===== src/rtl/seq_key_unlock_fsm_pkg.sv =====
`default_nettype none
// +----------------------------------------------------------------------------+
// | Module  : seq_key_pkg                                                      |
// | Brief   : Shared types, default key sequence and width helpers for the     |
// |           key-sequence unlock controller.                                  |
// | Revision: 1.0  initial release                                             |
// +----------------------------------------------------------------------------+
package seq_key_pkg;

    typedef enum logic [1:0] {
        ST_LOCKED   = 2'd0,
        ST_UNLOCKED = 2'd1,
        ST_LOCKOUT  = 2'd2
    } state_t;

    // Step 0 is the least significant word: A5, 3C, 5A, C3.
    localparam logic [31:0] C_DEFAULT_KEY_SEQ = 32'hC35A3CA5;

    // Bits needed to hold the values 0..n inclusive.
    function automatic int f_cnt_w(input int n);
        return (n < 1) ? 1 : $clog2(n + 1);
    endfunction

    function automatic int f_step_w(input int seq_len);
        return f_cnt_w(seq_len);
    endfunction

    function automatic int f_fail_w(input int max_fail);
        return f_cnt_w(max_fail);
    endfunction

endpackage : seq_key_pkg
`default_nettype wire


===== src/rtl/seq_key_unlock_fsm_if.sv =====
`default_nettype none
// +----------------------------------------------------------------------------+
// | Module  : seq_key_unlock_fsm_if                                            |
// | Brief   : Key input / unlock status bundle between the key source          |
// |           (master) and the unlock controller (slave).                      |
// | Revision: 1.0  initial release                                             |
// +----------------------------------------------------------------------------+
interface seq_key_unlock_fsm_if #(
    parameter int KEY_W  = 8,
    parameter int STEP_W = 3,
    parameter int FAIL_W = 2
);
    logic [KEY_W-1:0]  key_in;
    logic              key_vld;
    logic              relock;
    logic              unlocked;
    logic              obf_sel;
    logic              lockout;
    logic [STEP_W-1:0] step;
    logic [FAIL_W-1:0] fail_cnt;

    modport master (
        output key_in, key_vld, relock,
        input  unlocked, obf_sel, lockout, step, fail_cnt
    );

    modport slave (
        input  key_in, key_vld, relock,
        output unlocked, obf_sel, lockout, step, fail_cnt
    );
endinterface : seq_key_unlock_fsm_if
`default_nettype wire


===== src/rtl/seq_key_unlock_fsm_timer.sv =====
`default_nettype none
// +----------------------------------------------------------------------------+
// | Module  : seq_key_timer                                                    |
// | Brief   : Loadable down-counter with zero / last-count flags; stops at 0.  |
// | Revision: 1.0  initial release                                             |
// +----------------------------------------------------------------------------+
module seq_key_timer #(
    parameter int W = 5
) (
    input  wire logic         clk,
    input  wire logic         rst,
    input  wire logic         i_load,
    input  wire logic [W-1:0] i_load_val,
    input  wire logic         i_dec,
    output logic              o_zero,
    output logic              o_last
);
    logic [W-1:0] r_cnt;

    always_ff @(posedge clk or posedge rst) begin
        if (rst) begin
            r_cnt <= '0;
        end else if (i_load) begin
            r_cnt <= i_load_val;
        end else if (i_dec && (r_cnt != '0)) begin
            r_cnt <= r_cnt - 1'b1;
        end
    end

    assign o_zero = (r_cnt == '0);
    // A decrement while o_last is set is the edge on which the count reaches 0.
    assign o_last = (r_cnt == W'(1));

endmodule : seq_key_timer
`default_nettype wire


===== src/rtl/seq_key_unlock_fsm.sv =====
`default_nettype none
// +----------------------------------------------------------------------------+
// | Module  : seq_key_unlock_fsm                                               |
// | Brief   : Multi-word key-sequence unlock controller with failure counting  |
// |           and timed lockout; drives obf_sel for a locked FSM.              |
// |           Optional macro SEQ_UNLOCK_TIMEOUT_EN adds an inter-key timeout.  |
// | Revision: 1.0  initial release                                             |
// +----------------------------------------------------------------------------+
module seq_key_unlock_fsm
    import seq_key_pkg::*;
#(
    parameter int                         KEY_W       = 8,
    parameter int                         SEQ_LEN     = 4,
    parameter logic [SEQ_LEN*KEY_W-1:0]   KEY_SEQ     = C_DEFAULT_KEY_SEQ,
    parameter int                         MAX_FAIL    = 3,
    parameter int                         LOCKOUT_CYC = 16,
    parameter int                         TIMEOUT_CYC = 32
) (
    input  wire logic           clk,
    input  wire logic           rst,
    seq_key_unlock_fsm_if.slave bus
);
    localparam int STEP_W = f_step_w(SEQ_LEN);
    localparam int FAIL_W = f_fail_w(MAX_FAIL);
    localparam int LK_W   = f_cnt_w(LOCKOUT_CYC);

    localparam logic [STEP_W-1:0] C_STEP_LAST = STEP_W'(SEQ_LEN - 1);
    localparam logic [STEP_W-1:0] C_STEP_DONE = STEP_W'(SEQ_LEN);
    localparam logic [FAIL_W-1:0] C_FAIL_LAST = FAIL_W'(MAX_FAIL - 1);

    state_t            r_state;
    logic [STEP_W-1:0] r_step;
    logic [FAIL_W-1:0] r_fail_cnt;
    logic              r_unlocked;
    logic              r_obf_sel;
    logic              r_lockout;

    state_t            w_state_nxt;
    logic [STEP_W-1:0] w_step_nxt;
    logic [FAIL_W-1:0] w_fail_nxt;
    logic [KEY_W-1:0]  w_exp_key;
    logic              w_fail_evt;
    logic              w_lk_load;
    logic              w_lk_dec;
    logic              w_lk_zero;
    logic              w_lk_last;

    seq_key_timer #(.W(LK_W)) u_lk_timer (
        .clk        (clk),
        .rst        (rst),
        .i_load     (w_lk_load),
        .i_load_val (LK_W'(LOCKOUT_CYC)),
        .i_dec      (w_lk_dec),
        .o_zero     (w_lk_zero),
        .o_last     (w_lk_last)
    );

`ifdef SEQ_UNLOCK_TIMEOUT_EN
    localparam int TO_W = f_cnt_w(TIMEOUT_CYC);

    logic w_to_load;
    logic w_to_dec;
    logic w_to_zero;
    logic w_to_last;

    seq_key_timer #(.W(TO_W)) u_to_timer (
        .clk        (clk),
        .rst        (rst),
        .i_load     (w_to_load),
        .i_load_val (TO_W'(TIMEOUT_CYC)),
        .i_dec      (w_to_dec),
        .o_zero     (w_to_zero),
        .o_last     (w_to_last)
    );
`else
    // Without the timeout, partial progress is held until a key, relock or reset.
`endif

    // Word expected at the current step; only meaningful while step < SEQ_LEN.
    always_comb begin
        w_exp_key = '0;
        for (int i = 0; i < SEQ_LEN; i++) begin
            if (r_step == STEP_W'(i)) begin
                w_exp_key = KEY_SEQ[i*KEY_W +: KEY_W];
            end
        end
    end

    always_comb begin
        w_state_nxt = r_state;
        w_step_nxt  = r_step;
        w_fail_nxt  = r_fail_cnt;
        w_fail_evt  = 1'b0;
        w_lk_load   = 1'b0;
        w_lk_dec    = 1'b0;
`ifdef SEQ_UNLOCK_TIMEOUT_EN
        w_to_load   = 1'b0;
        w_to_dec    = 1'b0;
`endif

        case (r_state)
            ST_LOCKED: begin
                if (bus.relock) begin
                    w_step_nxt = '0;
                end else if (bus.key_vld) begin
`ifdef SEQ_UNLOCK_TIMEOUT_EN
                    w_to_load = 1'b1;
`endif
                    if (bus.key_in == w_exp_key) begin
                        if (r_step == C_STEP_LAST) begin
                            w_state_nxt = ST_UNLOCKED;
                            w_step_nxt  = C_STEP_DONE;
                            w_fail_nxt  = '0;
                        end else begin
                            w_step_nxt  = r_step + 1'b1;
                        end
                    end else begin
                        w_fail_evt = 1'b1;
                    end
                end
`ifdef SEQ_UNLOCK_TIMEOUT_EN
                else if (r_step != '0) begin
                    // Silence after a partial match is treated as a wrong attempt.
                    w_to_dec = 1'b1;
                    if (w_to_last || w_to_zero) begin
                        w_fail_evt = 1'b1;
                    end
                end
`endif

                if (w_fail_evt) begin
                    w_step_nxt = '0;
                    if (r_fail_cnt == C_FAIL_LAST) begin
                        w_state_nxt = ST_LOCKOUT;
                        w_fail_nxt  = '0;
                        w_lk_load   = 1'b1;
                    end else begin
                        w_fail_nxt  = r_fail_cnt + 1'b1;
                    end
                end
            end

            ST_UNLOCKED: begin
                if (bus.relock) begin
                    w_state_nxt = ST_LOCKED;
                    w_step_nxt  = '0;
                    w_fail_nxt  = '0;
                end
            end

            ST_LOCKOUT: begin
                w_lk_dec = 1'b1;
                // Zero is only reachable here if the timer was disturbed; exit anyway.
                if (w_lk_last || w_lk_zero) begin
                    w_state_nxt = ST_LOCKED;
                end
            end

            default: begin
                w_state_nxt = ST_LOCKED;
                w_step_nxt  = '0;
                w_fail_nxt  = '0;
            end
        endcase
    end

    always_ff @(posedge clk or posedge rst) begin
        if (rst) begin
            r_state    <= ST_LOCKED;
            r_step     <= '0;
            r_fail_cnt <= '0;
            r_unlocked <= 1'b0;
            r_obf_sel  <= 1'b0;
            r_lockout  <= 1'b0;
        end else begin
            r_state    <= w_state_nxt;
            r_step     <= w_step_nxt;
            r_fail_cnt <= w_fail_nxt;
            r_unlocked <= (w_state_nxt == ST_UNLOCKED);
            r_obf_sel  <= (w_state_nxt == ST_UNLOCKED);
            r_lockout  <= (w_state_nxt == ST_LOCKOUT);
        end
    end

    assign bus.unlocked = r_unlocked;
    assign bus.obf_sel  = r_obf_sel;
    assign bus.lockout  = r_lockout;
    assign bus.step     = r_step;
    assign bus.fail_cnt = r_fail_cnt;

endmodule : seq_key_unlock_fsm
`default_nettype wire


===== src/flat_wrapper.sv =====
// flat-port wrapper written by rule: the top's interface ports become plain ports
module seq_key_unlock_fsm_flat import seq_key_pkg::*;
#(
    parameter int                         KEY_W       = 8,
    parameter int                         SEQ_LEN     = 4,
    parameter logic [SEQ_LEN*KEY_W-1:0]   KEY_SEQ     = C_DEFAULT_KEY_SEQ,
    parameter int                         MAX_FAIL    = 3,
    parameter int                         LOCKOUT_CYC = 16,
    parameter int                         TIMEOUT_CYC = 32
)
  (clk, rst, bus_key_in, bus_key_vld, bus_relock, bus_unlocked, bus_obf_sel, bus_lockout, bus_step, bus_fail_cnt);
  seq_key_unlock_fsm_if #(.KEY_W(KEY_W), .STEP_W(($clog2(SEQ_LEN + 1))), .FAIL_W(($clog2(MAX_FAIL + 1)))) bus_i ();
  input  wire logic clk;
  input  wire logic rst;
  input wire logic [$bits(bus_i.key_in)-1:0] bus_key_in;
  input wire logic [$bits(bus_i.key_vld)-1:0] bus_key_vld;
  input wire logic [$bits(bus_i.relock)-1:0] bus_relock;
  output wire logic [$bits(bus_i.unlocked)-1:0] bus_unlocked;
  output wire logic [$bits(bus_i.obf_sel)-1:0] bus_obf_sel;
  output wire logic [$bits(bus_i.lockout)-1:0] bus_lockout;
  output wire logic [$bits(bus_i.step)-1:0] bus_step;
  output wire logic [$bits(bus_i.fail_cnt)-1:0] bus_fail_cnt;
  assign bus_i.key_in = bus_key_in;
  assign bus_i.key_vld = bus_key_vld;
  assign bus_i.relock = bus_relock;
  assign bus_unlocked = bus_i.unlocked;
  assign bus_obf_sel = bus_i.obf_sel;
  assign bus_lockout = bus_i.lockout;
  assign bus_step = bus_i.step;
  assign bus_fail_cnt = bus_i.fail_cnt;
  seq_key_unlock_fsm #(.KEY_W(KEY_W), .SEQ_LEN(SEQ_LEN), .KEY_SEQ(KEY_SEQ), .MAX_FAIL(MAX_FAIL), .LOCKOUT_CYC(LOCKOUT_CYC), .TIMEOUT_CYC(TIMEOUT_CYC)) u_core (.clk(clk), .rst(rst), .bus(bus_i));
endmodule

===== config.mk =====
export PLATFORM = sky130hd
export DESIGN_NAME = seq_key_unlock_fsm_flat
export DESIGN_NICKNAME = d
export VERILOG_FILES = /design/src/rtl/seq_key_unlock_fsm_pkg.sv /design/src/rtl/seq_key_unlock_fsm_if.sv /design/src/rtl/seq_key_unlock_fsm_timer.sv /design/src/rtl/seq_key_unlock_fsm.sv /design/src/flat_wrapper.sv
export SDC_FILE = /design/constraint.sdc
export NUM_CORES = 1
export LEC_CHECK = 0
export CAP_MARGIN = 40
export CORE_MARGIN = 3
export CORE_UTILIZATION = 50
export DETAILED_ROUTE_END_ITERATION = 16
export PLACE_DENSITY = 0.83
export SYNTH_ARGS = -nofsm -noshare
export SYNTH_HDL_FRONTEND = slang
export SYNTH_HIERARCHICAL = 1
export SYNTH_SLANG_ARGS = --single-unit

===== constraint.sdc =====
create_clock -name clk -period 3.2 [get_ports clk]
set_clock_uncertainty 0.1 [all_clocks]
set_input_delay 0.96 -clock clk [delete_from_list [all_inputs] [get_ports clk]]
set_output_delay 0.96 -clock clk [all_outputs]
set_load 0.05 [all_outputs]

==> flow_metrics.env <==
export IMPL_critPathRequiredTime_ps=3260
export IMPL_avgSynthCellArea_sq_um=9.18
export IMPL_critPathLaunchType="input pin"
export IMPL_syn_inst=106
export IMPL_synthTopCellsByArea="dfrtp_1 36%, ha_1 9.0%, nand2_1 4.2%, or4b_4 4.2%, inv_1 3.9%"
export IMPL_syn_area_sq_um=973
export IMPL_synth_edff_count=0
export IMPL_io_pins=20
export IMPL_drive_above_1_share_pct=12.1
export IMPL_detail_route_antenna_nets=0
export IMPL_powerDensity_mw_per_mm2=586
export IMPL_path_clk_slew_ps=90
export IMPL_grt_pass1_wl_mm=3.74
export IMPL_vias=854
export IMPL_core_sq_mm=0.00178
export IMPL_dieArea_sq_mm=0.00251
export IMPL_yosysSeqAreaShare_pct=36.0
export IMPL_ctsHoldBuffers=0
export IMPL_setup_viol=0
export IMPL_hold_viol_final=0
export IMPL_hp_class="reg -> reg"
export IMPL_place_hpwl_mm=1.75
export IMPL_hold_path_cell_count=2
export IMPL_cts_tree="done"
export IMPL_antenna_cells=0
export IMPL_fillers=137
export IMPL_htree_num_levels=1
export IMPL_max_clock_freq_mhz=368
export IMPL_cp_max_fo=4
export IMPL_synth_distinct_cells=37
export IMPL_place_ws_ps=224
export IMPL_post_route_period_util_pct=84.8
export IMPL_final_nets=152
export IMPL_rr_worst_depth=9
export IMPL_rsz0062_at_grt="false"
export IMPL_drt_total_wl_mm=2.23
export IMPL_grt_overflow_total=0
export IMPL_worst_slack_ps=486
export IMPL_die_h_um=50.1
export IMPL_slew_violations=0
export IMPL_post_cts_resize_count=0
export IMPL_finalInstanceArea_sq_mm=0.00124
export IMPL_start_util_pct=54.6
export IMPL_yosysWarnings=6
export IMPL_cp_data_arrival_time_ps=2780
export IMPL_postCtsSetupRepairBufs=0
export IMPL_tightest_slew_ps=499
export IMPL_critPathKind="in -> reg"
export IMPL_clk_path_buf_depth=2
export IMPL_routedWlPerCell_um=14.2
export IMPL_leakagePower_nw=0.566
export IMPL_via_per_inst=5.44
export IMPL_port_buffer_count=19
export IMPL_grt_pass1_vias=831
export IMPL_antenna_found_initial=0
export IMPL_gp_congestion=0.808
export IMPL_drv_cap=0
export IMPL_ys_seq_elements=14
export IMPL_end_kind="register"
export IMPL_r2r_setup_slack_ps=680
export IMPL_relSlewSlack_pct=66.3
export IMPL_numCtsBuffers=3
export IMPL_ir_drop_uv=399
export IMPL_grt_max_degree=10
export IMPL_fp_dieW_um=50.1
export IMPL_area_growth_pct=27.6
export IMPL_yosys_area_top_type_share_pct=36.0
export IMPL_synth_top_cell_by_area="dfrtp_1"
export IMPL_period_minus_slack_ps=2710
export IMPL_insertion_delay_ps=280
export IMPL_drt_iter0_drc=20
export IMPL_clockRootBuffer="clkbuf_4"
export IMPL_first_pass_iters=4
export IMPL_status="completed"
export IMPL_rows=15
export IMPL_async_reset_ff_share_pct=100
export IMPL_dpl_cell_area_sq_mm=0.00121
export IMPL_cts_sinks=14
export IMPL_synth_ff_type="dfrtp_1"
export IMPL_tns_ps=0
export IMPL_track_usage_pct=20.0
export IMPL_remaining_drc_errors=0
## critical path, stage by stage
cell and delay, ps:
clkdlybuf4s50_1 420, and3_1 180, a22oi_1 160, o21ai_0 150, and3_1 240, nor2_1 260
nor2b_1 80, a221o_1 320
## through the flow
step | power (W) | std cells | hold WS, ps | utilization (%)
global route | 0.000781 | 157 | 528 | 69.7
CTS | 0.000730 | 157 | 490 | 69.7
global placement | 0.000580 | 153 | 447 | 67.6
finish | 0.000728 | 157 | 484 | 69.7
detailed placement | 0.000592 | 153 | 467 | 67.6
floorplan | 0.000495 | 109 | 394 | -
## path summary, 6_finish.rpt
check | start | endpoint
max | bus_key_in[6] | u_core/u_lk_timer/r_cnt[3]
min | u_core/bus.fail_cnt[0] | u_core/bus.fail_cnt[0]
max reg2reg | u_core/bus.step[0] | u_core/u_lk_timer/r_cnt[0]
min reg2reg | u_core/bus.fail_cnt[0] | u_core/bus.fail_cnt[0]
max in group asynchronous | rst | u_core/r_state[0]
min in group asynchronous | rst | u_core/u_lk_timer/r_cnt[3]
## cell usage after synthesis, types with 2 or more instances
cell	number
dfrtp_1	14
nand2_1	11
inv_1	10
ha_1	7
nor2_1	6
o21ai_0	6
a21oi_1	4
and3_1	4
o31ai_1	4
nand3_1	3
nor2b_1	3
or4b_4	3
a22o_1	2
conb_1	2
nand2b_1	2
nand4b_1	2
o22ai_1	2
o32ai_1	2
## layout by cell type (no fill, tap or decap), drive strengths merged, types with 3 or more instances in the layout
cell / netlist / final
nand2: 11 / 11
ha: 7 / 7
a21oi: 4 / 4
nor2: 6 / 6
buf: 2 / 3
or4b: 3 / 3
nand3: 3 / 3
o31ai: 4 / 4
dfrtp: 14 / 14
clkbuf: 1 / 4
nor2b: 4 / 4
and3: 4 / 4
inv: 10 / 10
o21ai: 7 / 7
conb: 2 / 5
clkdlybuf4s50: 0 / 19
## logic make-up after synthesis
family          synth area share [%]
flops                           36.0
simple gates                    26.5
compound gates                  20.6
buf+inv                         6.17
other cells                    0.771
mux                             1.03
fa+ha+maj                       9.00
## layout make-up
cell class,instances,area (sq um),area share (%)
sequential,14,350,28.2
tap,25,31.3,2.52
timing repair buffer,22,213,17.1
inverter,10,37.5,3.02
multi-input combinational,82,574,46.2
clock buffer,4,36.3,2.92
## registers in the layout (all words and copies together), names as in the netlist
signal / count
u_core/bus.fail_cnt: 2
u_core/bus.lockout: 1
u_core/bus.obf_sel: 1
u_core/bus.step: 3
u_core/r_state: 2
u_core/u_lk_timer/r_cnt: 5
## where the power goes
| group | internal (W) | total (W) | leakage [nW] | switching, W |
|---|---|---|---|---|
| clock | 0.0000692 | 0.000129 | 0.0210 | 0.0000602 |
| combinational | 0.000133 | 0.000317 | 0.360 | 0.000184 |
| sequential | 0.000228 | 0.000281 | 0.184 | 0.0000533 |
| total | 0.000430 | 0.000728 | 0.566 | 0.000298 |
## metal layers
layer | vias up | routed length, um | share of wire, % | track usage (%)
li1 | 435 | - | - | -
met2 | 31 | 1100 | 50 | 33.0
met1 | 386 | 992 | 45 | 25.0
met3 | 2 | 117 | 5.3 | 4.23
met4 | 0 | 12 | 0.54 | 7.83
met5 | - | 0 | 0 | 0
(Power assumes the default switching activity.)
